[src/rtl/frame_rr_arbiter.sv]
// Frame-aware round-robin arbiter: grants one channel FIFO per frame, repairs broken
// framing (pre-header junk, lost footer, length overrun) and forwards over a registered valid/ready port.
module frame_rr_arbiter #(
    parameter int unsigned DATA_WIDTH      = 64,
    parameter int unsigned NUM_CH          = 4,
    parameter int unsigned MAX_FRAME_WORDS = 256
) (
    input  logic                         CLK,
    input  logic                         RESETN,
    input  logic [NUM_CH*DATA_WIDTH-1:0] CH_DIN,
    input  logic [NUM_CH-1:0]            CH_READ_REQUEST,
    output logic [NUM_CH-1:0]            CH_RE,
    input  logic                         iREADY,
    output logic [DATA_WIDTH-1:0]        DOUT,
    output logic                         oVALID,
    output logic [NUM_CH-1:0]            GRANT,
    output logic [15:0]                  DROP_CNT,
    output logic [15:0]                  TRUNC_CNT
);

    localparam int unsigned CW     = (NUM_CH > 1) ? $clog2(NUM_CH) : 1;
    localparam int unsigned WCW    = $clog2(MAX_FRAME_WORDS);
    localparam int unsigned FILL_W = 4 * ((DATA_WIDTH + 3) / 4);
    localparam logic [FILL_W-1:0]     FILL_E   = {((DATA_WIDTH + 3) / 4){4'hE}};
    localparam logic [DATA_WIDTH-1:0] RST_DOUT = FILL_E[DATA_WIDTH-1:0];
    localparam logic [DATA_WIDTH-1:0] SYN_FTR  = {{(DATA_WIDTH-16){1'b0}}, 16'h55EE};

    typedef enum logic [1:0] {
        ST_IDLE,
        ST_SEEK,
        ST_SEND
    } state_t;

    state_t                r_state;
    state_t                w_next;
    logic [CW-1:0]         r_last;
    logic [CW-1:0]         r_gidx;
    logic [NUM_CH-1:0]     r_grant;
    logic [DATA_WIDTH-1:0] r_dout;
    logic                  r_valid;
    logic [WCW-1:0]        r_wcnt;
    logic [15:0]           r_drop;
    logic [15:0]           r_trunc;

    logic [DATA_WIDTH-1:0] w_gdin;
    logic                  w_greq;
    logic                  w_space;
    logic                  w_hdr;
    logic                  w_ftr;
    logic                  w_pop;
    logic                  w_load;
    logic [DATA_WIDTH-1:0] w_ldata;
    logic                  w_drop_inc;
    logic                  w_trunc_inc;
    logic [WCW-1:0]        w_wcnt_nxt;
    logic                  w_arb_hit;
    logic [CW-1:0]         w_arb_idx;

    function automatic logic [CW-1:0] rr_idx(input logic [CW-1:0] base, input int unsigned off);
        return CW'((32'(base) + off) % NUM_CH);
    endfunction

    assign w_gdin  = CH_DIN[32'(r_gidx)*DATA_WIDTH +: DATA_WIDTH];
    assign w_greq  = CH_READ_REQUEST[r_gidx];
    assign w_space = !r_valid || iREADY;
    assign w_hdr   = (w_gdin[DATA_WIDTH-1 -: 16] == 16'hAAAA) || (w_gdin[DATA_WIDTH-1 -: 16] == 16'hAAEE);
    assign w_ftr   = (w_gdin[15:0] == 16'h5555) || (w_gdin[15:0] == 16'h55EE);

    // Search starts one past the last owner so every requester is reached within NUM_CH grants.
    always_comb begin
        w_arb_hit = 1'b0;
        w_arb_idx = '0;
        for (int unsigned i = 1; i <= NUM_CH; i++) begin
            if (!w_arb_hit && CH_READ_REQUEST[rr_idx(r_last, i)]) begin
                w_arb_hit = 1'b1;
                w_arb_idx = rr_idx(r_last, i);
            end
        end
    end

    always_comb begin
        w_next      = r_state;
        w_pop       = 1'b0;
        w_load      = 1'b0;
        w_ldata     = w_gdin;
        w_drop_inc  = 1'b0;
        w_trunc_inc = 1'b0;
        w_wcnt_nxt  = r_wcnt;
        case (r_state)
            ST_IDLE: begin
                if (w_arb_hit) w_next = ST_SEEK;
            end
            ST_SEEK: begin
                if (w_greq) begin
                    if (!w_hdr) begin
                        w_pop      = 1'b1;
                        w_drop_inc = 1'b1;
                    end else if (w_space) begin
                        w_pop      = 1'b1;
                        w_load     = 1'b1;
                        w_wcnt_nxt = WCW'(1);
                        w_next     = w_ftr ? ST_IDLE : ST_SEND;
                    end
                end
            end
            ST_SEND: begin
                if (w_greq && w_space) begin
                    // A new header means the footer was lost: close without consuming it.
                    if (w_hdr) begin
                        w_load      = 1'b1;
                        w_ldata     = SYN_FTR;
                        w_trunc_inc = 1'b1;
                        w_next      = ST_IDLE;
                    end else if (w_ftr) begin
                        w_pop  = 1'b1;
                        w_load = 1'b1;
                        w_next = ST_IDLE;
                    end else if (r_wcnt == WCW'(MAX_FRAME_WORDS - 1)) begin
                        w_pop       = 1'b1;
                        w_load      = 1'b1;
                        w_ldata     = {w_gdin[DATA_WIDTH-1:16], 16'h55EE};
                        w_trunc_inc = 1'b1;
                        w_next      = ST_IDLE;
                    end else begin
                        w_pop      = 1'b1;
                        w_load     = 1'b1;
                        w_wcnt_nxt = r_wcnt + WCW'(1);
                    end
                end
            end
            default: w_next = ST_IDLE;
        endcase
    end

    always_ff @(posedge CLK or negedge RESETN) begin
        if (!RESETN) begin
            r_state <= ST_IDLE;
            r_last  <= CW'(NUM_CH - 1);
            r_gidx  <= '0;
            r_grant <= '0;
            r_dout  <= RST_DOUT;
            r_valid <= 1'b0;
            r_wcnt  <= '0;
            r_drop  <= '0;
            r_trunc <= '0;
        end else begin
            r_state <= w_next;
            r_wcnt  <= w_wcnt_nxt;
            if (r_state == ST_IDLE && w_arb_hit) begin
                r_gidx  <= w_arb_idx;
                r_last  <= w_arb_idx;
                r_grant <= NUM_CH'(1) << w_arb_idx;
            end else if (r_state != ST_IDLE && w_next == ST_IDLE) begin
                r_grant <= '0;
            end
            if (w_load) begin
                r_dout  <= w_ldata;
                r_valid <= 1'b1;
            end else if (iREADY) begin
                r_valid <= 1'b0;
            end
            if (w_drop_inc && r_drop != 16'hFFFF) r_drop <= r_drop + 16'd1;
            if (w_trunc_inc && r_trunc != 16'hFFFF) r_trunc <= r_trunc + 16'd1;
        end
    end

    assign CH_RE     = w_pop ? (NUM_CH'(1) << r_gidx) : '0;
    assign GRANT     = r_grant;
    assign DOUT      = r_dout;
    assign oVALID    = r_valid;
    assign DROP_CNT  = r_drop;
    assign TRUNC_CNT = r_trunc;

endmodule

[config.mk]
export PLATFORM = sky130hd
export DESIGN_NAME = frame_rr_arbiter
export DESIGN_NICKNAME = d
export VERILOG_FILES = /design/src/rtl/frame_rr_arbiter.sv
export SDC_FILE = /design/constraint.sdc
export NUM_CORES = 1
export LEC_CHECK = 0
export CORE_AREA = 10 10 135 137
export DETAILED_ROUTE_END_ITERATION = 10
export DIE_AREA = 0 0 145 147
export DONT_BUFFER_PORTS = 1
export SYNTH_ARGS = -nofsm -noshare
export SYNTH_HDL_FRONTEND = slang
export SYNTH_SLANG_ARGS = --single-unit
[constraint.sdc]
create_clock -name CLK -period 5.1 [get_ports CLK]
set_clock_uncertainty 0.2 [all_clocks]
set_input_delay 1.02 -clock CLK [delete_from_list [all_inputs] [get_ports CLK]]
set_output_delay 1.02 -clock CLK [all_outputs]
set_load 0.005 [all_outputs]
==> metrics <==
run status finished, final reports clean; register share of total power 0.340; met3 track utilization from global routing 0.1222; standard-cell rows 46; Clock Power Share 0.329; Max Fclk 215.0 MHz; worst endpoint data arrival time 3.43 ns; number of detailed-routing iterations run before antenna repair 5; net switching fraction of the power 0.3326; #FFs+latches synth 115; number of port buffers 0; type of origin of the critical path flip-flop; placed wire-length estimate between 20 and 25 mm; critical path class flip-flop to output port; post-layout min period 4.652 ns; total net switching power 1141 uW; sequential-to-total area share from yosys stat 0.4126; unrepaired setup endpoints after global routing no; area enclosed by the die boundary roughly 21000 sq um; top area cells in the synthesized netlist sky130_fd_sc_hd__dfrtp_1, sky130_fd_sc_hd__dfstp_2, sky130_fd_sc_hd__mux4_2; post-synth net total 905; wire length after detailed routing 26.65 mm; peak fanout along the critical path 45; endpoint of the most critical register-to-register path DOUT[12]; Synth Cell Area 7126 sq um; Global Route Usage Sum 0.2418; Maximum Capacitance Violations 0; die span in x approximately 150 microns; later-pin clock latency in the skew report 0.41 ns; TritonCTS buffer count 17; transition time at the pin with the least slew margin about 0.85 ns; vertical extent of the die 147 microns; CP endpoint kind output port; slack of the worst reg-to-reg path 0.75 ns; number of flops mapped to enable cells by yosys 0; type of the worst min-delay path input pin to asynchronous set/reset pin; top cells by count, synth sky130_fd_sc_hd__nand2_1, sky130_fd_sc_hd__dfrtp_1, sky130_fd_sc_hd__nand3_1; most congested layer reported by global routing met2; fraction of synthesis flops using an asynchronous set or reset pin 1.000; total overflow reported by the global router 0; area of the core region 15600 sq um; number of global-route vias before repair 5558; clock tree from TritonCTS yes; reg-to-reg critical path startpoint r_gidx[0]; share of Yosys cell area claimed by the top area cell type 0.2283; synthesized instance count 635; final-stage net count approximately 900; antenna violations before repair 20; clock net sink count approximately 120; Final Worst Setup Slack around 0.45 ns; warning count from the yosys run 0; number of distinct library cells after synthesis 64; number of remaining DRC errors 0; final routed wire length divided by cell count 30.81 microns; post-CTS sizing 0; total via count in the routed design 5464; count of hold buffers inserted by post-cts repair 0; effective utilization at floorplan 0.4568; most frequently used flop master after synthesis sky130_fd_sc_hd__dfrtp_1; Tcrit/Tclk final 0.9121; met1 Usage GRT 0.2772; library cell with the largest summed area after synthesis sky130_fd_sc_hd__dfrtp_1; post-route setup TNS 0 ns; initial DRC count 398; number of endpoints failing setup at the final stage 0; Max Root-Sink Buffers 2; I/O pin count 368; Global Route met2 Usage 0.3953; H-tree depth 4; number of vias per cell between 6 and 7; Relative slew margins 0.4335; Crit path required time roughly 3.9 ns; layout cells sized above 1 0.2504; Cell Int Power 2289 uW; reported leakage power 0.003242 uW; signed area change from the synthesized netlist to the final layout 9.974%; post-CTS setup repair buffer count 0; global placement routability congestion 0.9297; cell with the most instances after synthesis sky130_fd_sc_hd__nand2_1; antenna-violating nets left 0; combinational cell fraction of total power 0.331; first-pass GRT wire length approximately 39 mm; worst voltage drop across the vdd grid 217.0 uV; clock-pin transition on the worst setup and hold timing paths around 0.060 ns; worst setup slack after placement 0.7894 ns; average size of a mapped cell ~11 sq um; number of pins with negative max-slew slack in the final report 0; clock tree root driver cell sky130_fd_sc_hd__clkbuf_16; Hold Violations, Final 0; largest net degree at the start of global routing around 120; number of cells traversed by the worst register-to-register path 8; power per cell area around 440 nW/um^2
per-layer routing:
metal,up-vias,share of wire
li1,2370,-
met4,14,0.014
met3,39,0.12
met2,346,0.50
met1,2695,0.36
met5,-,0.0033
metrics by stage:
step / hold slack (ns) / instance area (sq um) / std cells / power (uW) / utilization
2_1_floorplan: 0.2438 / 7126 / 635 / 2119 / -
3_3_place_gp: 0.2654 / 7247 / 823 / 2278 / 0.4646
3_5_place_dp: 0.2667 / 7247 / 823 / 2307 / 0.4646
4_1_cts: 0.09422 / 7811 / 855 / 3442 / 0.5008
5_1_grt: 0.08841 / 7819 / 858 / 3607 / 0.5013
6_report: 0.1092 / 7836 / 865 / 3429 / 0.5024
cells by family (layout without fill, tap and decap cells):
group / after synthesis / in the layout / synth area share
AOI/OAI and AO/OA: 69 / 69 / 0.07639
buffers and inverters: 51 / 55 / 0.03968
xor gates and xnor gates: 29 / 29 / 0.03564
other: 0 / 10 / 0
and+or+nand+nor: 294 / 294 / 0.2016
adders and majority gates: 7 / 7 / 0.01229
muxes: 70 / 70 / 0.2218
DFF: 115 / 115 / 0.4126
final cells by class:
type | instances | area (sq um)
Sequential cell | 115 | 2945
Clock buffer | 21 | 460.4
Timing Repair Buffer | 9 | 67.56
Fill cell | 1373 | 7761
Clock inverter | 11 | 103.9
Tap cell | 216 | 270.3
Inverter | 14 | 52.55
Antenna cell | 10 | 25.02
Multi-Input combinational cell | 469 | 3911
worst max path at each step:
stage                start  endpoint  slack (ns)  depth (start not counted)
2_1_floorplan  CH_DIN[126]  CH_RE[0]        1.34                          6
3_3_place_gp     r_gidx[0]  CH_RE[2]        0.87                          6
3_5_place_dp     r_gidx[0]   DOUT[8]        0.79                          8
4_1_cts          r_gidx[0]  CH_RE[2]        0.42                          6
5_1_grt          r_gidx[0]  CH_RE[3]        0.20                          7
6_report         r_gidx[0]  CH_RE[2]        0.45                          6
power groups by stage:
stage | Clock, uW | Combinational [uW] | Sequential (uW)
4_1_cts | 1140 | 1130 | 1170
2_1_floorplan | 0 | 1080 | 1040
3_5_place_dp | 0 | 1120 | 1180
5_1_grt | 1190 | 1220 | 1190
6_report | 1130 | 1140 | 1170
3_3_place_gp | 0 | 1100 | 1180
registers in the layout, indices dropped and copies added, names as in the netlist:
signal / cells
r_state: 2
r_gidx: 2
GRANT: 4
DOUT: 64
DROP_CNT: 16
oVALID: 1
r_wcnt: 8
TRUNC_CNT: 16
r_last: 2
placed cells by master (no fill, tap or decap), drive strengths merged, types with 15 or more instances in the layout:
cell,instances
dfrtp,65
xnor2,16
nor3,17
nand2,142
inv,15
mux4,65
clkbuf,21
dfstp,50
nand3,56
nor2,25
critical path, cell delays in order (launching register included):
cell and delay (ns):
sky130_fd_sc_hd__dfrtp_4 0.92, sky130_fd_sc_hd__mux4_2 0.66, sky130_fd_sc_hd__xor2_1 0.30, sky130_fd_sc_hd__nand3b_1 0.31, sky130_fd_sc_hd__o211ai_1 0.15, sky130_fd_sc_hd__a21oi_1 0.31, sky130_fd_sc_hd__nor3b_1 0.33
Note: power is estimated with default switching activity, not from simulation.
